**src/rtl/npu_pkg.sv**
```systemverilog
// npu_pkg: shared types and defaults for the NPU instruction issuer.
//   issuer_state_t : op sequencing states (IDLE, START, LOAD, COMPUTE, WB)
//   npu_op_t       : buffered op descriptor at the default 8-bit word width
//   START_OP_DEFAULT / NOP_OP_DEFAULT : default scheduler start and filler words
package npu_pkg;

    localparam int unsigned NPU_W_IN = 8;

    localparam logic [NPU_W_IN-1:0] START_OP_DEFAULT = 8'hA5;
    localparam logic [NPU_W_IN-1:0] NOP_OP_DEFAULT   = 8'h00;

    typedef enum logic [2:0] {
        S_IDLE    = 3'd0,
        S_START   = 3'd1,
        S_LOAD    = 3'd2,
        S_COMPUTE = 3'd3,
        S_WB      = 3'd4
    } issuer_state_t;

    typedef struct packed {
        logic                last;
        logic [NPU_W_IN-1:0] compute_word;
        logic [NPU_W_IN-1:0] load_word;
    } npu_op_t;

endpackage

```
**src/rtl/npu_op_fifo.sv**
```systemverilog
// npu_op_fifo: synchronous FIFO holding op descriptors as flat words.
//   clk, rst        : clock, synchronous active-high reset (flushes pointers)
//   push, wr_data   : write request and data (ignored when full)
//   pop             : advance head (ignored when empty)
//   rd_data         : current head entry (valid when !empty)
//   full, empty     : occupancy flags
//   count           : occupied entries, 0..DEPTH
module npu_op_fifo #(
    parameter int unsigned WIDTH = 17,
    parameter int unsigned DEPTH = 4
) (
    input  logic                       clk,
    input  logic                       rst,
    input  logic                       push,
    input  logic [WIDTH-1:0]           wr_data,
    input  logic                       pop,
    output logic [WIDTH-1:0]           rd_data,
    output logic                       full,
    output logic                       empty,
    output logic [$clog2(DEPTH):0]     count
);

    localparam int unsigned AW = $clog2(DEPTH);

    logic [WIDTH-1:0] mem [DEPTH];
    logic [AW:0]      wptr;
    logic [AW:0]      rptr;
    logic             do_push;
    logic             do_pop;

    assign do_push = push && !full;
    assign do_pop  = pop && !empty;

    // Extra pointer bit distinguishes full from empty when the index bits match.
    assign count   = wptr - rptr;
    assign empty   = (wptr == rptr);
    assign full    = (count == (AW+1)'(DEPTH));
    assign rd_data = mem[rptr[AW-1:0]];

    always_ff @(posedge clk) begin
        if (do_push) begin
            mem[wptr[AW-1:0]] <= wr_data;
        end
    end

    always_ff @(posedge clk) begin
        if (rst) begin
            wptr <= '0;
            rptr <= '0;
        end else begin
            if (do_push) begin
                wptr <= wptr + 1'b1;
            end
            if (do_pop) begin
                rptr <= rptr + 1'b1;
            end
        end
    end

endmodule

```
**src/rtl/npu_instr_issuer.sv**
```systemverilog
// npu_instr_issuer: buffers op descriptors and replays each as a 4-word
// sequence START_OP, load word, compute word, NOP_OP on the scheduler instr bus.
//   clk, rst_n      : clock, synchronous active-high reset
//   op_valid/ready  : descriptor handshake (ready = FIFO not full, low in reset)
//   op_load_word    : word driven while in S_LOAD
//   op_compute_word : word driven while in S_COMPUTE
//   op_last         : descriptor closes a batch
//   issue_en        : permission to start a new op (sampled in S_IDLE / S_WB)
//   instr           : registered word to npu_scheduler
//   busy            : sequence in flight
//   batch_done      : 1-cycle pulse after WB of a last descriptor
//   fifo_count      : occupied FIFO entries
module npu_instr_issuer
    import npu_pkg::*;
#(
    parameter int unsigned          W_IN     = 8,
    parameter int unsigned          DEPTH    = 4,
    parameter logic [W_IN-1:0]      START_OP = W_IN'(START_OP_DEFAULT),
    parameter logic [W_IN-1:0]      NOP_OP   = W_IN'(NOP_OP_DEFAULT)
) (
    input  logic                    clk,
    input  logic                    rst_n,
    input  logic                    op_valid,
    output logic                    op_ready,
    input  logic [W_IN-1:0]         op_load_word,
    input  logic [W_IN-1:0]         op_compute_word,
    input  logic                    op_last,
    input  logic                    issue_en,
    output logic [W_IN-1:0]         instr,
    output logic                    busy,
    output logic                    batch_done,
    output logic [$clog2(DEPTH):0]  fifo_count
);

    localparam int unsigned CW = $clog2(DEPTH) + 1;

    typedef struct packed {
        logic            last;
        logic [W_IN-1:0] compute_word;
        logic [W_IN-1:0] load_word;
    } op_t;

    issuer_state_t   state;
    issuer_state_t   state_next;
    op_t             wr_op;
    op_t             head;
    logic            full;
    logic            empty;
    logic            push;
    logic            pop;
    logic [CW-1:0]   count_after_pop;
    logic [W_IN-1:0] instr_next;

    assign wr_op    = '{last: op_last, compute_word: op_compute_word, load_word: op_load_word};
    assign op_ready = !full && !rst_n;
    assign push     = op_valid && op_ready;
    assign pop      = (state == S_WB);
    assign busy     = (state != S_IDLE);

    // Occupancy after the WB pop, including a same-edge push, so a descriptor
    // arriving on the pop edge chains straight into S_START without a gap.
    assign count_after_pop = fifo_count - CW'(1) + CW'(push);

    npu_op_fifo #(
        .WIDTH ($bits(op_t)),
        .DEPTH (DEPTH)
    ) u_fifo (
        .clk     (clk),
        .rst     (rst_n),
        .push    (push),
        .wr_data (wr_op),
        .pop     (pop),
        .rd_data (head),
        .full    (full),
        .empty   (empty),
        .count   (fifo_count)
    );

    always_comb begin
        state_next = state;
        case (state)
            S_IDLE:    if (!empty && issue_en) state_next = S_START;
            S_START:   state_next = S_LOAD;
            S_LOAD:    state_next = S_COMPUTE;
            S_COMPUTE: state_next = S_WB;
            S_WB:      state_next = (count_after_pop != '0 && issue_en) ? S_START : S_IDLE;
            default:   state_next = S_IDLE;
        endcase
    end

    // instr is loaded from the next state so it lines up with the state itself.
    always_comb begin
        instr_next = NOP_OP;
        case (state_next)
            S_START:   instr_next = START_OP;
            S_LOAD:    instr_next = head.load_word;
            S_COMPUTE: instr_next = head.compute_word;
            default:   instr_next = NOP_OP;
        endcase
    end

    always_ff @(posedge clk) begin
        if (rst_n) begin
            state      <= S_IDLE;
            instr      <= NOP_OP;
            batch_done <= 1'b0;
        end else begin
            state      <= state_next;
            instr      <= instr_next;
            batch_done <= pop && head.last;
        end
    end

endmodule

```
**config.mk**
```make
export PLATFORM = sky130hd
export DESIGN_NAME = npu_instr_issuer
export DESIGN_NICKNAME = d
export VERILOG_FILES = /design/src/rtl/npu_pkg.sv /design/src/rtl/npu_op_fifo.sv /design/src/rtl/npu_instr_issuer.sv
export SDC_FILE = /design/constraint.sdc
export NUM_CORES = 1
export LEC_CHECK = 0
export ABC_AREA = 1
export BUFFER_PORTS_ARGS = -buffer_cell sky130_fd_sc_hd__clkbuf_2
export CAP_MARGIN = 20
export CORE_MARGIN = 4
export CORE_UTILIZATION = 55
export CTS_BUF_LIST = sky130_fd_sc_hd__clkbuf_8
export DETAILED_ROUTE_END_ITERATION = 12
export GPL_TIMING_DRIVEN = 0
export PLACE_DENSITY = 0.8
export SETUP_SLACK_MARGIN = 0.5
export SLEW_MARGIN = 10
export SYNTH_ARGS = -nofsm -noshare
export SYNTH_HDL_FRONTEND = slang
export SYNTH_SLANG_ARGS = --single-unit
```
**constraint.sdc**
```tcl
create_clock -name clk -period 5.1 [get_ports clk]
set_input_delay 1.53 -clock clk [delete_from_list [all_inputs] [get_ports clk]]
set_output_delay 1.53 -clock clk [all_outputs]
set_load 0.02 [all_outputs]
```
==> flow_metrics.py, run 1 <==
metrics = {
    "timing": {
        "fin_skew_ns": 0.009346,
        "fin_crit_sh": 0.7296,
        "finalWorstSetupSlack_ns": 1.379,
        "max_slew.worst_pin.slew_ns": 0.7657,
        "finalMaxSlewViolations": 0,
        "slew_headroom": 0.4868,
        "rsz0062_at_grt": "no",
        "setup_tns_ns": 0,
        "finalCriticalPeriod_ns": 3.721,
        "fmax_ghz": 0.2687,
        "hold_violations": 0,
        "setup_viol": 0,
    },
    "layout": {
        "fin_cells": 460,
        "antennaDiodeCount": 0,
        "drive_gt1_frac": 0.1906,
        "post-route-cell-area_mm2": 0.004125,
        "fillCellCount": 488,
        "areaGrowthSynthToFinish_pct": 13.96,
        "nets": 409,
    },
    "placement": {
        "routabilityCongestion": 0.8392,
        "portBuffers": 34,
        "dp_hpwl_um": 4954,
        "post-place-ws_ns": 1.360,
        "dpl_cell_area_mm2": 0.003953,
        "dp_cells": 444,
    },
    "setup_path": {
        "end_kind": "output port",
        "critPathKind": "primary input to output port",
        "crit_top_cell": "clkbuf_2",
        "path_cells": "clkbuf_2 -> inv_1 -> nand2_2 -> inv_2 -> clkbuf_2",
        "cp.required_ns": 3.57,
        "crit_slowest_cell": "clkbuf_2",
        "cp_max_fo": 6,
        "max_stage_delay_ns": 0.18,
        "startpoint_type": "primary input",
        "arrival_ns": 2.19,
    },
    "grt": {
        "antenna_found_initial": 0,
        "grt_pass1_wl_um": 11740,
        "grt-ovfl-total": 0,
        "grt_max_degree": 17,
        "grt_pass1_vias": 2381,
        "grt_usage": 0.2009,
    },
    "min_path": {
        "hold_path_class": "flip-flop to flip-flop",
    },
    "clocking": {
        "cts_inserted_buffers": 9,
        "cts_resized": 0,
        "hold_buffers": 0,
        "htree_levels": 3,
        "clkSinkCount": 88,
        "cts_tree": "done",
        "cts-root-buf": "clkbuf_8",
        "clock_latency_ns": 0.35,
        "clock_tree.buffer_depth": 2,
        "path_clk_slew_ns": 0.08,
        "post_cts_buffers": 0,
    },
    "power_and_ir_drop": {
        "finalPower_w": 0.001388,
        "p_int_w": 0.001028,
        "clkPwrFrac": 0.302,
        "p_comb_frac": 0.114,
        "switching_share": 0.2596,
        "powerDensity_mw_per_mm2": 336.5,
        "p_leak_nw": 1.619,
        "p_seq_frac": 0.584,
        "ir_worst_vdd_mv": 0.2897,
        "switchingPower_w": 0.0003603,
    },
    "route": {
        "drc_errors": 0,
        "wirelength_um": 7273,
        "via_per_inst": 5.396,
        "dr.first_iter.drc_count": 185,
        "routedWlPerCell_um": 15.81,
        "first_pass_iters": 5,
        "vias": 2482,
        "ant_nets": 0,
    },
    "job": {
        "cap_violations": 0,
    },
    "yosys": {
        "synth_edf_count": 68,
        "synth.avg_cell_area_um2": 11.00,
        "yosysSeqAreaShare": 0.6747,
        "ys_ff_latch": 88,
        "syn_inst": 329,
        "synthTopCellsByCount": "nand2_1 (73), edfxtp_1 (68), nand3_1 (53)",
        "async_reset_ff_frac": 0,
        "synth_ff_type": "edfxtp_1",
        "yosysUniqueCellTypes": 24,
        "synth_top_area_share": 0.5641,
        "syn_area_mm2": 0.003620,
        "synth.area.top_cells": "edfxtp_1 (56%), dfxtp_1 (11%), nand2_1 (7.6%), nand3_1 (7.3%), inv_1 (3.5%)",
        "synth.net_count": 360,
        "synth_area_leader_cell": "edfxtp_1",
        "yosys_warnings": 0,
        "yosysMostFrequentCell": "nand2_1",
    },
    "floorplanning": {
        "fp.dieH_um": 89.13,
        "rows": 29,
        "core_area_mm2": 0.006386,
        "start_util": 0.5668,
        "io_pins": 35,
        "die_x_um": 89.13,
        "die-area_mm2": 0.007943,
    },
    "outcome": {
        "status": "finished clean",
    },
}
==> sequential cells by signal (all words and copies together) (netlist names), named ones only <==
name and cells:
u_fifo.rptr 3, u_fifo.wptr 3, state 3, u_fifo.mem 68
batch_done 1, instr 8
==> critical path: cells and delay by family <==
family | cells | cell delay, ns
buffers and inverters | 4 | 0.58
and+or+nand+nor | 1 | 0.07
==> area by class of cell <==
| cell class | instances | area [um2] | share of cell area |
|---|---|---|---|
| plain buffers | 11 | 46.29 | 0.01122 |
| clock buffers | 9 | 123.9 | 0.03003 |
| clock inverters | 7 | 48.80 | 0.01183 |
| inverters | 37 | 138.9 | 0.03367 |
| multi-input cells | 193 | 1002 | 0.2429 |
| flip-flops and latches | 88 | 2442 | 0.5921 |
| well taps | 77 | 96.34 | 0.02335 |
| repair buffers | 38 | 226.5 | 0.05490 |
==> routing by layer <==
metal | up-vias | track usage | share of wire | routed length [um]
li1 | 1220 | - | - | -
met1 | 1153 | 0.2589 | 0.41 | 2963
met4 | 0 | 0.07307 | 0.012 | 85
met3 | 12 | 0.04240 | 0.081 | 587
met5 | - | 0 | 0 | 0
met2 | 97 | 0.3369 | 0.50 | 3637
==> power by group through the flow <==
| stage | registers [W] | clock network, W | logic, W |
|---|---|---|---|
| 6_report | 0.000811 | 0.000419 | 0.000158 |
| 4_1_cts | 0.000811 | 0.000427 | 0.000159 |
| 3_5_place_dp | 0.000828 | 0 | 0.000157 |
| 3_3_place_gp | 0.000826 | 0 | 0.000149 |
| 2_1_floorplan | 0.000839 | 0 | 0.0000861 |
| 5_1_grt | 0.000813 | 0.000459 | 0.000178 |
==> layout by cell type, fill, tap and decap left out <==
| cell | instances |
|---|---|
| edfxtp_1 | 68 |
| buf_2 | 4 |
| dfxtp_1 | 20 |
| a21oi_2 | 2 |
| ha_1 | 9 |
| clkinvlp_4 | 2 |
| nand2_2 | 6 |
| clkbuf_8 | 9 |
| nor3b_1 | 1 |
| inv_2 | 1 |
| nand3_1 | 53 |
| buf_8 | 3 |
| fa_1 | 1 |
| o21ai_0 | 9 |
| clkinv_4 | 2 |
| nor3_1 | 2 |
| nand2_1 | 73 |
| nand2_4 | 1 |
| nand3_2 | 2 |
| inv_1 | 35 |
| nor2_1 | 5 |
| inv_6 | 1 |
| xor2_1 | 1 |
| clkinv_1 | 3 |
| clkbuf_2 | 34 |
| nor2_2 | 4 |
| a21oi_1 | 21 |
| o21ai_1 | 1 |
| clkbuf_1 | 7 |
| buf_6 | 1 |
| a221oi_1 | 1 |
| nor3_2 | 1 |
==> cell families after synthesis <==
| family | count (synthesis) | synth area share |
|---|---|---|
| simple gates | 148 | 0.1849 |
| flops | 88 | 0.6747 |
| buf+inv | 48 | 0.05116 |
| compound gates | 34 | 0.05012 |
| fa+ha+maj | 10 | 0.03664 |
| xor+xnor | 1 | 0.002420 |
==> metrics by stage <==
step,utilization,hold WS (ns)
after floorplan,-,0.4353
after global placement,0.6085,0.4441
after detailed placement,0.6189,0.4643
after CTS,0.6460,0.4762
after global routing,0.6460,0.5011
final,0.6460,0.4766
==> worst paths after layout <==
path                  start  endpoint  slack [ns]  cells after the start
max                   rst_n  op_ready        1.38                      5
min                state[0]  state[2]        0.48                      2
max reg2reg  u_fifo.wptr[0]  instr[7]        2.21                     19
min reg2reg        state[0]  state[2]        0.48                      2
Note: power is estimated with default switching activity, not from simulation.
==> run 2: changes to the inputs <==
==> constraint.sdc (replaced) <==
create_clock -name clk -period 3.7 [get_ports clk]
set_input_delay 1.11 -clock clk [delete_from_list [all_inputs] [get_ports clk]]
set_output_delay 1.11 -clock clk [all_outputs]
set_load 0.02 [all_outputs]
==> flow_metrics.py, run 2 (synthesis results as in run 1) <==
metrics = {
    "outcome": {
        "status": "finished clean",
    },
    "setup_path": {
        "r2r_end": "instr[7]",
        "end_kind": "output port",
        "startpoint_type": "flip-flop",
        "cp.required_ns": 2.59,
        "r2r_slack_ns": 0.96,
        "critPathKind": "flip-flop to output port",
        "cp_max_fo": 5,
        "arrival_ns": 1.95,
        "reg2reg_depth": 19,
        "r2r_start": "u_fifo.wptr[0]",
    },
    "grt": {
        "grt-ovfl-total": 0,
        "grt_max_degree": 17,
        "grt_pass1_vias": 2389,
        "grt_pass1_wl_um": 11770,
        "grt_usage": 0.2013,
        "antenna_found_initial": 0,
    },
    "timing": {
        "setup_viol": 0,
        "fin_crit_sh": 0.8278,
        "finalCriticalPeriod_ns": 3.063,
        "setup_tns_ns": 0,
        "max_slew.worst_pin.slew_ns": 0.7100,
        "hold_violations": 0,
        "finalMaxSlewViolations": 0,
        "fmax_ghz": 0.3265,
        "fin_skew_ns": 0.01211,
        "slew_headroom": 0.5241,
        "finalWorstSetupSlack_ns": 0.6373,
        "rsz0062_at_grt": "no",
    },
    "route": {
        "wl_met2_um": 3702,
        "wirelength_um": 7397,
        "drc_errors": 0,
        "via_per_inst": 5.508,
        "top_layer_used": "met4",
        "vias": 2539,
        "wl_met3_um": 545,
        "wl_met1_um": 3022,
        "first_pass_iters": 5,
        "dr.first_iter.drc_count": 197,
        "ant_nets": 0,
        "routedWlPerCell_um": 16.05,
    },
    "floorplanning": {
        "die-area_mm2": 0.007943,
        "core_area_mm2": 0.006386,
        "rows": 29,
        "die_x_um": 89.13,
        "start_util": 0.5668,
        "io_pins": 35,
        "fp.dieH_um": 89.13,
    },
    "clocking": {
        "cts_inserted_buffers": 9,
        "clock_latency_ns": 0.36,
        "cts_tree": "done",
        "path_clk_slew_ns": 0.08,
        "htree_levels": 3,
        "cts-root-buf": "clkbuf_8",
        "hold_buffers": 0,
        "clock_tree.buffer_depth": 2,
        "clkSinkCount": 88,
    },
    "layout": {
        "largest_reg_flops": 68,
        "mostFrequentLayoutCell": "nand2_1",
        "areaGrowthSynthToFinish_pct": 14.34,
        "fillCellCount": 488,
        "fin_cells": 461,
        "regArea_mm2": 0.002444,
        "antennaDiodeCount": 0,
        "mostFrequentLayoutCells": "nand2_1 (73), edfxtp_1 (68), nand3_1 (53), inv_1 (34), clkbuf_2 (34)",
        "nets": 410,
        "multi_input_area_mm2": 0.001007,
        "drive_gt1_frac": 0.2031,
    },
    "placement": {
        "dp_cells": 444,
        "portBuffers": 34,
        "post-place-ws_ns": 0.8002,
        "dp_hpwl_um": 4954,
        "routabilityCongestion": 0.8392,
    },
    "job": {
        "cap_violations": 0,
    },
    "min_path": {
        "hold_path_class": "flip-flop to flip-flop",
        "holdPathStages": 2,
        "worstHoldStart": "state[0]",
        "hold_path_end": "state[2]",
    },
    "power_and_ir_drop": {
        "powerDensity_mw_per_mm2": 464.3,
        "ir_worst_vdd_mv": 0.4057,
        "p_leak_nw": 1.622,
    },
}
-- run 2: per-layer routing --
| layer | track usage | up-vias |
|---|---|---|
| li1 | - | 1221 |
| met4 | 0.07307 | 0 |
| met5 | 0 | - |
| met1 | 0.2589 | 1199 |
| met3 | 0.04240 | 17 |
| met2 | 0.3382 | 102 |
-- run 2: worst max-delay path by stage --
| stage | startpoint | end | slack, ns |
|---|---|---|---|
| finish | u_fifo.wptr[0] | op_ready | 0.64 |
| global route | u_fifo.wptr[0] | op_ready | 0.52 |
| CTS | u_fifo.wptr[0] | op_ready | 0.51 |
| detailed placement | rst_n | op_ready | 0.80 |
| global placement | rst_n | u_fifo.mem[3][1] | 0.27 |
| floorplan | u_fifo.wptr[0] | u_fifo.mem[0][0] | 0.97 |
-- run 2: area by class of cell --
class	count	share of cell area
clock buffer	9	0.02993
timing repair buffer	39	0.05653
sequential	88	0.5904
inverter	37	0.03355
multi-input combinational	193	0.2434
buffer	11	0.01119
tap	77	0.02328
clock inverter	7	0.01179
-- run 2: where the power goes --
part	leakage [nW]	total, W	switching (W)	internal, W
combinational	0.757	0.000221	0.000149	0.0000721
sequential	0.780	0.00112	0.0000153	0.00110
clock	0.0847	0.000583	0.000340	0.000244
total	1.62	0.00192	0.000504	0.00142
-- run 2: metrics by stage --
| step | total power [W] | hold slack (ns) | instance area [um2] | util |
|---|---|---|---|---|
| CTS | 0.001926 | 0.4762 | 4128 | 0.6464 |
| floorplan | 0.001274 | 0.4353 | 3620 | - |
| detailed placement | 0.001358 | 0.4643 | 3953 | 0.6189 |
| global placement | 0.001343 | 0.4441 | 3886 | 0.6085 |
| finish | 0.001922 | 0.4756 | 4139 | 0.6481 |
| global route | 0.002002 | 0.5011 | 4139 | 0.6481 |
-- run 2: critical path: stages, from the launching register on --
cell	delay (ns)
dfxtp_2	0.35
inv_2	0.06
ha_2	0.18
fa_2	0.39
inv_1	0.09
nand3_2	0.09
nand2_2	0.09
nand3_2	0.06
nand2_2	0.06
inv_2	0.06
clkbuf_2	0.16
-- run 2: timing repair --
action                                  CTS  global route
setup buffers                             0             1
endpoints found under the setup margin    1             1
resized for setup                         1             3
pin swaps                                 0             1
